$ cat config.mk
export PLATFORM = sky130hd
export DESIGN_NAME = pipe_adder
export DESIGN_NICKNAME = d
export VERILOG_FILES = /design/src/rtl/adder_pkg.sv /design/src/rtl/cla_slice.sv /design/src/rtl/pipe_adder.sv
export SDC_FILE = /design/constraint.sdc
export NUM_CORES = 1
export LEC_CHECK = 0
export BUFFER_PORTS_ARGS = -buffer_cell sky130_fd_sc_hd__buf_2
export CORE_ASPECT_RATIO = 1.2
export CORE_MARGIN = 3
export CORE_UTILIZATION = 55
export DETAILED_ROUTE_END_ITERATION = 16
export GPL_TIMING_DRIVEN = 0
export PLACE_DENSITY = 0.77
export SLEW_MARGIN = 5
export SYNTH_ARGS = -nofsm -noshare
export SYNTH_HDL_FRONTEND = slang
export SYNTH_SLANG_ARGS = --single-unit
$ cat constraint.sdc
create_clock -name clk_i -period 2.8 [get_ports clk_i]
set_input_delay 0.84 -clock clk_i [delete_from_list [all_inputs] [get_ports clk_i]]
set_output_delay 0.84 -clock clk_i [all_outputs]
set_load 0.005 [all_outputs]
$ cat src/rtl/adder_pkg.sv
// Shared definitions for the pipelined adder/subtractor.
package adder_pkg;

    localparam logic ModeAdd = 1'b0;
    localparam logic ModeSub = 1'b1;

    function automatic int unsigned slice_w(input int unsigned width, input int unsigned stages);
        return width / stages;
    endfunction

endpackage

$ cat src/rtl/cla_slice.sv
// Combinational carry-lookahead adder slice; also exposes the carry into its MSB.
module cla_slice #(
    parameter int unsigned SliceWidth = 4
) (
    input  logic [SliceWidth-1:0] a,
    input  logic [SliceWidth-1:0] b,
    input  logic                  cin,
    output logic [SliceWidth-1:0] sum,
    output logic                  cout,
    output logic                  cmsb
);

    logic [SliceWidth-1:0] gen;
    logic [SliceWidth-1:0] prop;
    logic [SliceWidth:0]   carry;
    logic                  acc;
    logic                  pacc;

    assign gen  = a & b;
    assign prop = a ^ b;

    // Each carry is a flat sum of generate terms gated by the propagate chain above them.
    always_comb begin
        carry    = '0;
        acc      = 1'b0;
        pacc     = 1'b1;
        carry[0] = cin;
        for (int unsigned i = 0; i < SliceWidth; i++) begin
            acc  = 1'b0;
            pacc = 1'b1;
            for (int j = int'(i); j >= 0; j--) begin
                acc  = acc | (pacc & gen[j]);
                pacc = pacc & prop[j];
            end
            carry[i+1] = acc | (pacc & cin);
        end
    end

    assign sum  = prop ^ carry[SliceWidth-1:0];
    assign cout = carry[SliceWidth];
    assign cmsb = carry[SliceWidth-1];

endmodule

$ cat src/rtl/pipe_adder.sv
// Pipelined adder/subtractor: one operand slice resolved per stage, global-stall handshake.
module pipe_adder
    import adder_pkg::*;
#(
    parameter int unsigned Width  = 16,
    parameter int unsigned Stages = 4
) (
    input  logic             clk_i,
    input  logic             rst_i,
    input  logic             valid_i,
    output logic             ready_o,
    input  logic [Width-1:0] a_i,
    input  logic [Width-1:0] b_i,
    input  logic             sub_i,
    input  logic             carry_i,
    output logic             valid_o,
    input  logic             ready_i,
    output logic [Width-1:0] result_o,
    output logic             carry_o,
    output logic             overflow_o
);

    localparam int unsigned SliceW = slice_w(Width, Stages);

    logic             advance;

    logic             valid_q [Stages];
    logic             carry_q [Stages];
    logic [Width-1:0] res_q   [Stages];
    logic [Width-1:0] a_q     [Stages];
    logic [Width-1:0] b_q     [Stages];
    logic             cmsb_q;

    logic             valid_in [Stages];
    logic             cin_in   [Stages];
    logic [Width-1:0] a_in     [Stages];
    logic [Width-1:0] b_in     [Stages];
    logic [Width-1:0] res_in   [Stages];

    logic [SliceW-1:0] sum  [Stages];
    logic              cout [Stages];
    logic              cmsb [Stages];

    for (genvar k = 0; k < Stages; k++) begin : g_stage
        if (k == 0) begin : g_first
            assign valid_in[k] = valid_i;
            assign a_in[k]     = a_i;
            assign b_in[k]     = (sub_i == ModeSub) ? ~b_i : b_i;
            assign cin_in[k]   = carry_i ^ sub_i;
            assign res_in[k]   = '0;
        end else begin : g_rest
            assign valid_in[k] = valid_q[k-1];
            assign a_in[k]     = a_q[k-1];
            assign b_in[k]     = b_q[k-1];
            assign cin_in[k]   = carry_q[k-1];
            assign res_in[k]   = res_q[k-1];
        end

        cla_slice #(
            .SliceWidth(SliceW)
        ) u_slice (
            .a   (a_in[k][k*SliceW +: SliceW]),
            .b   (b_in[k][k*SliceW +: SliceW]),
            .cin (cin_in[k]),
            .sum (sum[k]),
            .cout(cout[k]),
            .cmsb(cmsb[k])
        );
    end

    // The whole pipe holds together; bubbles are carried along rather than squeezed out.
    assign advance = ~valid_o | ready_i;
    assign ready_o = advance;

    always_ff @(posedge clk_i) begin
        if (rst_i) begin
            for (int unsigned k = 0; k < Stages; k++) begin
                valid_q[k] <= 1'b0;
                carry_q[k] <= 1'b0;
                res_q[k]   <= '0;
                a_q[k]     <= '0;
                b_q[k]     <= '0;
            end
            cmsb_q <= 1'b0;
        end else if (advance) begin
            for (int unsigned k = 0; k < Stages; k++) begin
                valid_q[k]                   <= valid_in[k];
                carry_q[k]                   <= cout[k];
                a_q[k]                       <= a_in[k];
                b_q[k]                       <= b_in[k];
                res_q[k]                     <= res_in[k];
                res_q[k][k*SliceW +: SliceW] <= sum[k];
            end
            cmsb_q <= cmsb[Stages-1];
        end
    end

    assign valid_o    = valid_q[Stages-1];
    assign result_o   = res_q[Stages-1];
    assign carry_o    = carry_q[Stages-1];
    assign overflow_o = cmsb_q ^ carry_q[Stages-1];

endmodule
# After elaboration in Yosys (flattened, before gate mapping)
# Memories as Yosys holds them, arrays and structs flattened.
# Cells that the tools add are included.
# totals
register_bits	1
ram_bits	200
in_bits	38
mem_count	5
# op_classes
muxes	30
bitwise_logic	145
# mem_list
name	words	width	read_ports	rd_clocked_by_memory_dff	write_ports	line	text
a_q	4	16	3	0	4	pipe_adder.sv:30	logic [Width-1:0] a_q [Stages];
b_q	4	16	3	0	4	pipe_adder.sv:31	logic [Width-1:0] b_q [Stages];
res_q	4	16	4	0	4	pipe_adder.sv:29	logic [Width-1:0] res_q [Stages];
carry_q	4	1	4	0	4	pipe_adder.sv:28	logic carry_q [Stages];
valid_q	4	1	4	0	4	pipe_adder.sv:27	logic valid_q [Stages];
# ops
cell	n
$mux 16	13
$or 1x1->1	65
$and 1x1->1	64
$xor 4x4->4	8
$and 4x4->4	4
$mux 4	4
$not 16->16	1
$mux 1	13
$xor 1x1->1	2
$not 1->1	1

# Logic depth before layout (Yosys ltp)
# Gate-level depths: netlist of run 1.
# logic_depth
depth_word	9
ltp_mapped	8
ltp_nobuf	6

# Cells and area by module
# From an unflattened synthesis of run 1, not the netlist that was laid out.
# unflattened
hier_cells	309
hier_area_um2	4589.4
# by_module_without_submodules
mod	instances	cells_each	area_per_inst_um2	seq_area_each_um2
pipe_adder	1	241	3983.8	2902.8
cla_slice (g_stage[0].u_slice ...)	3	18	155.1	0.0
cla_slice (g_stage[3].u_slice)	1	14	140.1	0.0

# Worst setup path after synthesis of run 1
# No wires, ideal clock.
# synth_path
kind	input to register
start	input ready_i
end	memory a_q[0][10], enable pin
setup_time_ns	0.414
arrival_ns	2.190
required_ns	2.386
path_slack_ns	0.196
path_stages	2
n_path_buf	0
path_cell_list	nand2b_4 > or2_2
# synth_lines
element	line	text
start: declaration	pipe_adder.sv:17	input logic ready_i,
end: declaration	pipe_adder.sv:30	

==> results of run 1 <==
==> critical path: cells and delay by family <==
family | cells | cell delay, ns
AOI/OAI and AO/OA | 3 | 0.45
adders and majority gates | 1 | 0.29
buffers and inverters | 2 | 0.37
xor gates and xnor gates | 1 | 0.21
==> logic make-up after synthesis <==
group | after synthesis | share of synthesized area (%)
AOI/OAI and AO/OA | 24 | 3.77
xor gates and xnor gates | 26 | 5.68
adders and majority gates | 22 | 7.03
buffers and inverters | 24 | 2.56
DFF | 97 | 66.8
muxes | 2 | 0.461
and+or+nand+nor | 107 | 13.7
==> area by class of cell <==
class                   count  area (µm²)  area share (%)
plain buffers              12        66.3            1.33
clock buffers              11         131            2.64
clock inverters             5        80.1            1.61
inverters                  12        45.0           0.905
multi-input cells         181        1330            26.7
flip-flops and latches     97        2900            58.3
well taps                  90         113            2.26
repair buffers             57         308            6.18
==> path summary, 6_finish.rpt <==
kind / startpoint / to / slack (ns) / depth (start not counted)
setup / recovery: sub_i / carry_q[0] / 0.73 / 7
hold reg to reg: res_q[1][5] / res_q[2][5] / 0.51 / 1
setup reg to reg: a_q[0][4] / carry_q[1] / 1.04 / 5
hold / removal: res_q[1][5] / res_q[2][5] / 0.51 / 1
==> per-layer routing <==
layer	up-vias	global-route usage, %	part of all wire, %
li1	1176	-	-
met1	1058	19.3	42
met2	64	26.5	51
met3	12	4.20	5.6
met4	0	7.67	2.2
met5	-	0	0
==> metrics by stage <==
step | setup slack, ns | setup TNS [ns] | area, µm² | total power (µW) | cells
final | 0.730 | 0 | 4980 | 2980 | 465
after global routing | 0.575 | 0 | 4980 | 3100 | 465
after CTS | 0.733 | 0 | 4980 | 3000 | 465
after detailed placement | 0.351 | 0 | 4770 | 2060 | 449
after global placement | -0.259 | -24.50 | 4740 | 2040 | 448
after floorplan | 0.196 | 0 | 4340 | 1960 | 302
==> state kept, by name, summed over array words and instances, names as in the netlist <==
register / cells
a_q: 24
b_q: 24
carry_q: 4
cmsb_q: 1
res_q: 40
valid_q: 4
==> where the power goes <==
part	internal [µW]	switching [µW]	leakage, µW	total (µW)
sequential	1710	26.4	0.00115	1730
clock	503	457	0.000101	960
combinational	139	145	0.000950	284
==> cell usage after synthesis (3+ instances only) <==
cell / number / area (µm²)
edfxtp_1: 96 / 2880
and2_1: 64 / 400
nor2_1: 32 / 120
ha_1: 18 / 225
xnor2_1: 16 / 140
inv_1: 12 / 45.0
xor2_1: 9 / 78.8
a211oi_1: 6 / 45.0
a21oi_1: 4 / 20.0
clkbuf_1: 4 / 15.0
fa_1: 4 / 80.1
o21ai_0: 4 / 20.0
a21o_1: 3 / 22.5
clkbuf_2: 3 / 15.0
nand2_1: 3 / 11.3
nor3_1: 3 / 15.0
o21bai_1: 3 / 22.5
==> flow_summary.ini, run 1 <==
[global_route]
grt_max_degree = 59
grt_antenna_before_repair = 0
grt.overflow.total = 0
grt_usage_pct = 15.9
grt_first_pass_wirelength_um = 10500
grt_pass1_vias = 2252

[sta]
slew_headroom_pct = 61.0
period_needed_ns = 2.07
fin_crit_sh_pct = 73.9
clock_skew_ns = 0.00661
whs_ns = 0.513
max_slew.worst_pin.slew_ns = 0.585
finalHoldViolCount = 0
rsz0062_at_grt = false
slew_violations = 0
fmax_mhz = 483
finalSetupViolCount = 0

[detailed_routing]
num_vias = 2310
detail_route.vias_per_cell = 4.97
drt_pass1_iterations = 4
avgRoutedWirePerCell_um = 13.8
postRouteAntennaNets = 0
wirelength_um = 6430
drc = 0
dr.first_iter.drc_count = 212

[setup_path]
crit_path_end_kind = flop
critPathSlowestCell = ha_1
crit_required_ns = 2.90
crit_arrival_ns = 2.17
path_max_fanout = 10
worst_setup_path_start_kind = input pin
crit_type = in -> reg
cp_slowest_stage_delay_ns = 0.29
crit_path_cell_trace = buf_6 > buf_4 > xor2_1 > ha_1 > o21a_1 > a21oi_2 > o21ai_0

[final_layout]
fin_util_pct = 66.9
layout_common_cells = edfxtp_1, and2_1, buf_2
fillers = 541
syn_to_final_growth_pct = 14.6
final_common_cell = edfxtp_1
n_antenna_cell = 0
drive_gt1_share_pct = 22.7
finalNetCount = 430

[die]
die_w_um = 87.1
fp-row-count = 34
core_um2 = 7440
dieArea_um2 = 9000
die-height_um = 103
start_util_pct = 58.3
boundaryPins = 58

[flow_run]
drv_cap = 0

[cts]
clock_latency_ns = 0.35
cts.sinks = 97
cts-root-buf = clkbuf_8
cts_tree = yes
postCtsHoldBufs = 0
path_clk_slew_ns = 0.09
htree_levels = 3
clockBufferDepth = 2
cts_buffers = 9
cts_resized = 0
post_cts_buffers = 0

[yosys]
ys.flop_type = edfxtp_1
yosysSeqAreaShare_pct = 66.8
synthesis.yosys.warnings = 0
ys_ff_latch = 97
synth_nets = 362
synth_edf_count = 96
synth_cell_type_count = 30
syn_inst = 302
synth-async-reset-ratio_pct = 0
syn-cell-area_um2 = 4340
avgSynthCellArea_um2 = 14.4

[pwr]
p_leak_uw = 0.00220
peakVddDrop_v = 0.000294
powerDensity_nw_per_um2 = 598

[run_status]
outcome = completed

[place]
gp_congestion = 0.726
numPortBuffers = 56
dp.final_hpwl_um = 4380

[min_path]
hold_path.class = reg -> reg
Power figures use the tool's default switching activity.
==> inputs of run 2 (changes only) <==
Settings changed: ABC_AREA set to 1, PLACE_DENSITY 0.77 to 0.76.
Clock period 2.8 ns to 2.2 ns, I/O delays scaled along.
==> run 2 against run 1 <==
Critical path depth fell by 5. Critical path type is now reg -> reg. Largest cell class unchanged. Combinational power rose by 62%. Cell area rose by 4.7%. First-iteration DRC count fell by 27%. Clock power barely moved.
==> flow_summary.ini, run 2 <==
[yosys]
yosysMostFrequentCell = nor2_1
yosysSeqAreaShare_pct = 62.7
synthesis.yosys.warnings = 0
synth_nets = 479
synth_cell_type_count = 21
synth_top_area_share_pct = 62.2
synth_area_leaders = edfxtp_1, nor2_1, inv_1, ha_1, nand2_1
synth-adder-area-share_pct = 6.59
synth.area.mux_share_pct = 0
synth_common_cells = nor2_1, edfxtp_1, inv_1, nand2_1, ha_1
synth_xor_area_share_pct = 3.97
syn_inst = 419
synth_top_area_cell = edfxtp_1
ys.flop_type = edfxtp_1
ys_ff_latch = 97
synth_edf_count = 96
yosys.area_share.simple_pct = 15.3
synth_compound_gate_area_share_pct = 1.97
avgSynthCellArea_um2 = 11.1
synth-async-reset-ratio_pct = 0
syn-cell-area_um2 = 4630
synth_top_family_by_area = simple AND/OR/NAND/NOR gates

[setup_path]
path_max_fanout = 97
critPathBufInv = 0
worst_setup_path_start_kind = flop
cp_slowest_stage_delay_ns = 0.94
crit_type = reg -> reg
critPathSlowestCell = or2_4
crit_family = simple AND/OR/NAND/NOR gates
crit_path_cell_trace = nand2_1 > or2_4
crit_arrival_ns = 1.93
crit_path_end_kind = flop
crit_required_ns = 2.18

[global_route]
grt.overflow.total = 0
grt_pass1_vias = 2731
grt_antenna_before_repair = 0
grt_max_degree = 98
grt_usage_pct = 16.2
grt_first_pass_wirelength_um = 12000

[die]
boundaryPins = 58
die-height_um = 107
dieArea_um2 = 9570
start_util_pct = 56.8
core_um2 = 8150
fp-row-count = 36
die_w_um = 89.8

[place]
numPortBuffers = 56
gp_congestion = 0.784
dp.cells = 589
dp.final_hpwl_um = 5040
place_worst_setup_slack_ns = -0.0973
post_dp_cell_area_um2 = 5060

[sta]
fin_crit_sh_pct = 88.6
slew_headroom_pct = 17.0
clock_skew_ns = 0.0107
timing.final.ws_setup_ns = 0.252
period_needed_ns = 1.95
finalHoldViolCount = 0
slew_violations = 0
rsz0062_at_grt = false
tns_ns = 0
finalSetupViolCount = 0
fmax_mhz = 513
max_slew.worst_pin.slew_ns = 1.24

[cts]
cts_tree = yes
cts-root-buf = clkbuf_8
clock_latency_ns = 0.36
clockBufferDepth = 2
htree_levels = 3
cts_resized = 0
path_clk_slew_ns = 0.09
cts_buffers = 9
cts.sinks = 97
postCtsHoldBufs = 0
post_cts_buffers = 0

[final_layout]
largest_reg_flops = 40
fillers = 639
top_register = res_q
final_common_cell = nor2_1
fin_area_um2 = 5210
finalNetCount = 546
n_antenna_cell = 0
syn_to_final_growth_pct = 12.5
reg_top3 = res_q: 40 flops, a_q: 24 flops, b_q: 24 flops
layout_common_cells = nor2_1, edfxtp_1, inv_1
drive_gt1_share_pct = 19.0
fin_cells = 604

[flow_run]
drv_cap = 0

[detailed_routing]
detail_route.vias_per_cell = 4.63
postRouteAntennaNets = 0
wirelength_um = 7160
drc = 0
drt_pass1_iterations = 5
avgRoutedWirePerCell_um = 11.9
num_vias = 2794
dr.first_iter.drc_count = 155

[min_path]
hold_path.class = reg -> reg

[pwr]
powerDensity_nw_per_um2 = 699
p_leak_uw = 0.00236
peakVddDrop_v = 0.000305

[run_status]
outcome = completed
-- run 2: changes by cell type in the layout (fill, tap and decap cells not counted), sizes merged, moves of 4 or more --
cell and change:
nor2 +76, inv +79, nand2 +30, clkbuf -6, buf +6, xnor2 -4
nand4 +5, a21oi +6, and2 -64, a211oi -6, nand3 +12
-- run 2: area by class of cell --
class | instances | area, µm² | share of cell area, %
Buffer | 12 | 98.8 | 1.90
Clock inverter | 3 | 18.8 | 0.360
Sequential cell | 97 | 2900 | 55.7
Clock buffer | 12 | 135 | 2.59
Tap cell | 114 | 143 | 2.74
Multi-Input combinational cell | 219 | 1290 | 24.8
Inverter | 91 | 342 | 6.55
Timing Repair Buffer | 56 | 280 | 5.38
-- run 2: worst paths after layout --
check	start	to	slack (ns)	cells after the start
setup / recovery	valid_q[3]	a_q[0][30]	0.25	2
hold reg to reg	cmsb_q	cmsb_q	0.48	2
hold / removal	cmsb_q	cmsb_q	0.48	2
setup reg to reg	valid_q[3]	a_q[0][30]	0.25	2
-- run 2: through the flow --
stage          utilization (%)  hold WS (ns)  power [µW]
6_report                  63.9         0.482        3640
5_1_grt                   63.9         0.511        3810
4_1_cts                   63.9         0.490        3680
3_5_place_dp              62.0         0.476        2730
3_3_place_gp              62.0         0.465        2700
2_1_floorplan                -         0.457        2590
-- run 2: logic make-up after synthesis --
logic type / count (synthesis)
adder cells (fa/ha/maj): 22
AND/OR/NAND/NOR: 160
flip-flops: 97
buffers and inverters: 103
XOR/XNOR: 21
AO/OA/AOI/OAI: 16
-- run 2: metal layers --
| layer | routed length (µm) | GRT usage [%] | share of wire, % |
|---|---|---|---|
| met1 | 2870 | 18.5 | 40 |
| met3 | 419 | 3.47 | 5.9 |
| met2 | 3730 | 28.7 | 52 |
| met4 | 147 | 8.21 | 2.1 |
| met5 | 0 | 0 | 0 |
-- run 2: power breakdown --
| group | internal (µW) | switching, µW |
|---|---|---|
| clock network | 402 | 557 |
| logic | 193 | 266 |
| registers | 2190 | 41.8 |
-- run 2: worst min-delay path: cells and delay by family, from the launching register on --
kind	cells	cell delay [ns]
flip-flops	1	0.32
AO/OA/AOI/OAI	1	0.06
buffers and inverters	1	0.05
==> inputs of run 3 (changes only) <==
Settings changed: CORE_UTILIZATION 55 to 40, GPL_ROUTABILITY_DRIVEN set to 0, PLACE_DENSITY 0.76 to unset.
==> run 3 against run 2 <==
Die area up 35%. Count of clock-buffer cells in the layout unchanged. Routed wire length up 4.4%. Cell area up 4.8%. Worst hold slack worse by 0.0039 ns. Sequential power about the same. Largest power group unchanged. Global-route usage down 3.9 points. Total power up 21%. Combinational power about the same. Sequential cell count unchanged. Maximum frequency down 2.4%. Clock power up 79%.
==> flow_summary.ini, run 3 (synthesis gave the netlist of run 2 again) <==
[run_status]
outcome = completed

[min_path]
hold_path.class = reg -> reg
min_path_cells = 2
hold_path_end = cmsb_q
hold_start = cmsb_q

[flow_run]
drv_cap = 0

[pwr]
p_int_uw = 3490
powerDensity_nw_per_um2 = 806
power.share.clock_pct = 39.0
p_sw_share_pct = 20.8
peakVddDrop_v = 0.000374
p_seq_share_pct = 50.6
combPwrFrac_pct = 10.4
power_switching_uw = 918
totalPowerFinal_uw = 4400
p_leak_uw = 0.00246

[global_route]
grt_antenna_before_repair = 0
grt_first_pass_wirelength_um = 12300
grt_max_degree = 98
grt.overflow.total = 0
grt_usage_pct = 12.2
grt_pass1_vias = 2811

[setup_path]
path_max_fanout = 10
crit_path_end_kind = flop
crit_type = in -> reg
r2r_end = a_q[0][8]
r2r_start = valid_q[3]
r2r_slack_ns = 0.42
crit_required_ns = 2.29
crit_path_cell_trace = buf_4 > buf_4 > xor2_1 > ha_1 > nand2_1 > nor2_1 > nand2_1 > nand2_1 > nand2_1 > nand2_1 > nor2_1
worst_setup_path_start_kind = input pin
cp_slowest_stage_delay_ns = 0.37
critPathSlowestCell = ha_1
crit_arrival_ns = 2.09
worst_r2r_path_depth = 3
crit_top_cell = nand2_1

[final_layout]
fin_util_pct = 48.8
final_common_cell = nor2_1
drive_gt1_share_pct = 19.3
top_register = res_q
finalNetCount = 547
reg_top3 = res_q: 40 flops, a_q: 24 flops, b_q: 24 flops
syn_to_final_growth_pct = 17.9
layout_common_cells = nor2_1, edfxtp_1, inv_1
n_antenna_cell = 0
largest_reg_flops = 40

[cts]
cts_buffers = 9
htree_levels = 3
clockBufferDepth = 2
cts.sinks = 97
path_clk_slew_ns = 0.06
cts-root-buf = clkbuf_16
postCtsHoldBufs = 0
cts_resized = 0
clock_latency_ns = 0.33
cts_tree = yes
post_cts_buffers = 0

[sta]
finalSetupViolCount = 0
fmax_mhz = 501
slew_violations = 0
tns_ns = 0
slew_headroom_pct = 56.2
clock_skew_ns = 0.00476
fin_crit_sh_pct = 90.7
timing.final.ws_setup_ns = 0.204
max_slew.worst_pin.slew_ns = 0.657
rsz0062_at_grt = false
whs_ns = 0.479
period_needed_ns = 2.00
finalHoldViolCount = 0

[die]
start_util_pct = 41.4
die_w_um = 104
boundaryPins = 58
dieArea_um2 = 12900
fp-row-count = 42
die-height_um = 124
core_um2 = 11200

[detailed_routing]
wl_met1_um = 3210
postRouteAntennaNets = 0
num_vias = 2811
drt_pass1_iterations = 4
avgRoutedWirePerCell_um = 11.6
wirelength_um = 7470
drc = 0
dr_wl_met3_um = 312
dr.max_layer_used = met4
dr.first_iter.drc_count = 113
wl_met2_um = 3720
detail_route.vias_per_cell = 4.36

[place]
numPortBuffers = 56
place_worst_setup_slack_ns = -0.138
dp.final_hpwl_um = 5090
==> run 3: area by class of cell <==
type | instances | area (µm²)
plain buffers | 12 | 98.8
clock buffers | 12 | 236
clock inverters | 3 | 90.1
fillers | 1055 | 5730
inverters | 91 | 342
multi-input cells | 219 | 1290
flip-flops and latches | 97 | 2900
well taps | 154 | 193
repair buffers | 57 | 308
==> run 3: worst max path at each step <==
stage               startpoint          end  slack, ns
global route             sub_i  res_q[0][3]       0.12
finish                   sub_i  res_q[0][3]       0.20
CTS                 valid_q[3]  res_q[3][2]       0.20
floorplan                sub_i  res_q[0][3]       0.05
global placement         sub_i  res_q[0][3]      -0.06
detailed placement       sub_i  res_q[0][3]      -0.14
==> run 3: power groups by stage <==
stage | Sequential (µW) | Combinational, µW | Clock, µW
after floorplan | 2260 | 324 | 0
after global placement | 2270 | 443 | 0
after detailed placement | 2270 | 459 | 0
after CTS | 2230 | 462 | 1760
after global routing | 2240 | 528 | 1820
final | 2230 | 457 | 1720
==> run 3: per-layer routing <==
layer / GRT usage, % / vias up
met4: 7.15 / 0
met2: 21.7 / 66
met1: 13.5 / 1280
met5: 0 / -
met3: 2.90 / 16
li1: - / 1449
==> run 3: per-stage QoR <==
step                      area, µm²  cells
after CTS                      5440    644
after detailed placement       5110    629
after global placement         5110    629
after global routing           5460    645
after floorplan                4640    419
final                          5460    645
==> run 3: worst max-delay path: cells and delay by family <==
family	cells	cell delay, ns
buffers and inverters	2	0.36
adder cells (fa/ha/maj)	1	0.37
AND/OR/NAND/NOR	7	0.51
XOR/XNOR	1	0.19
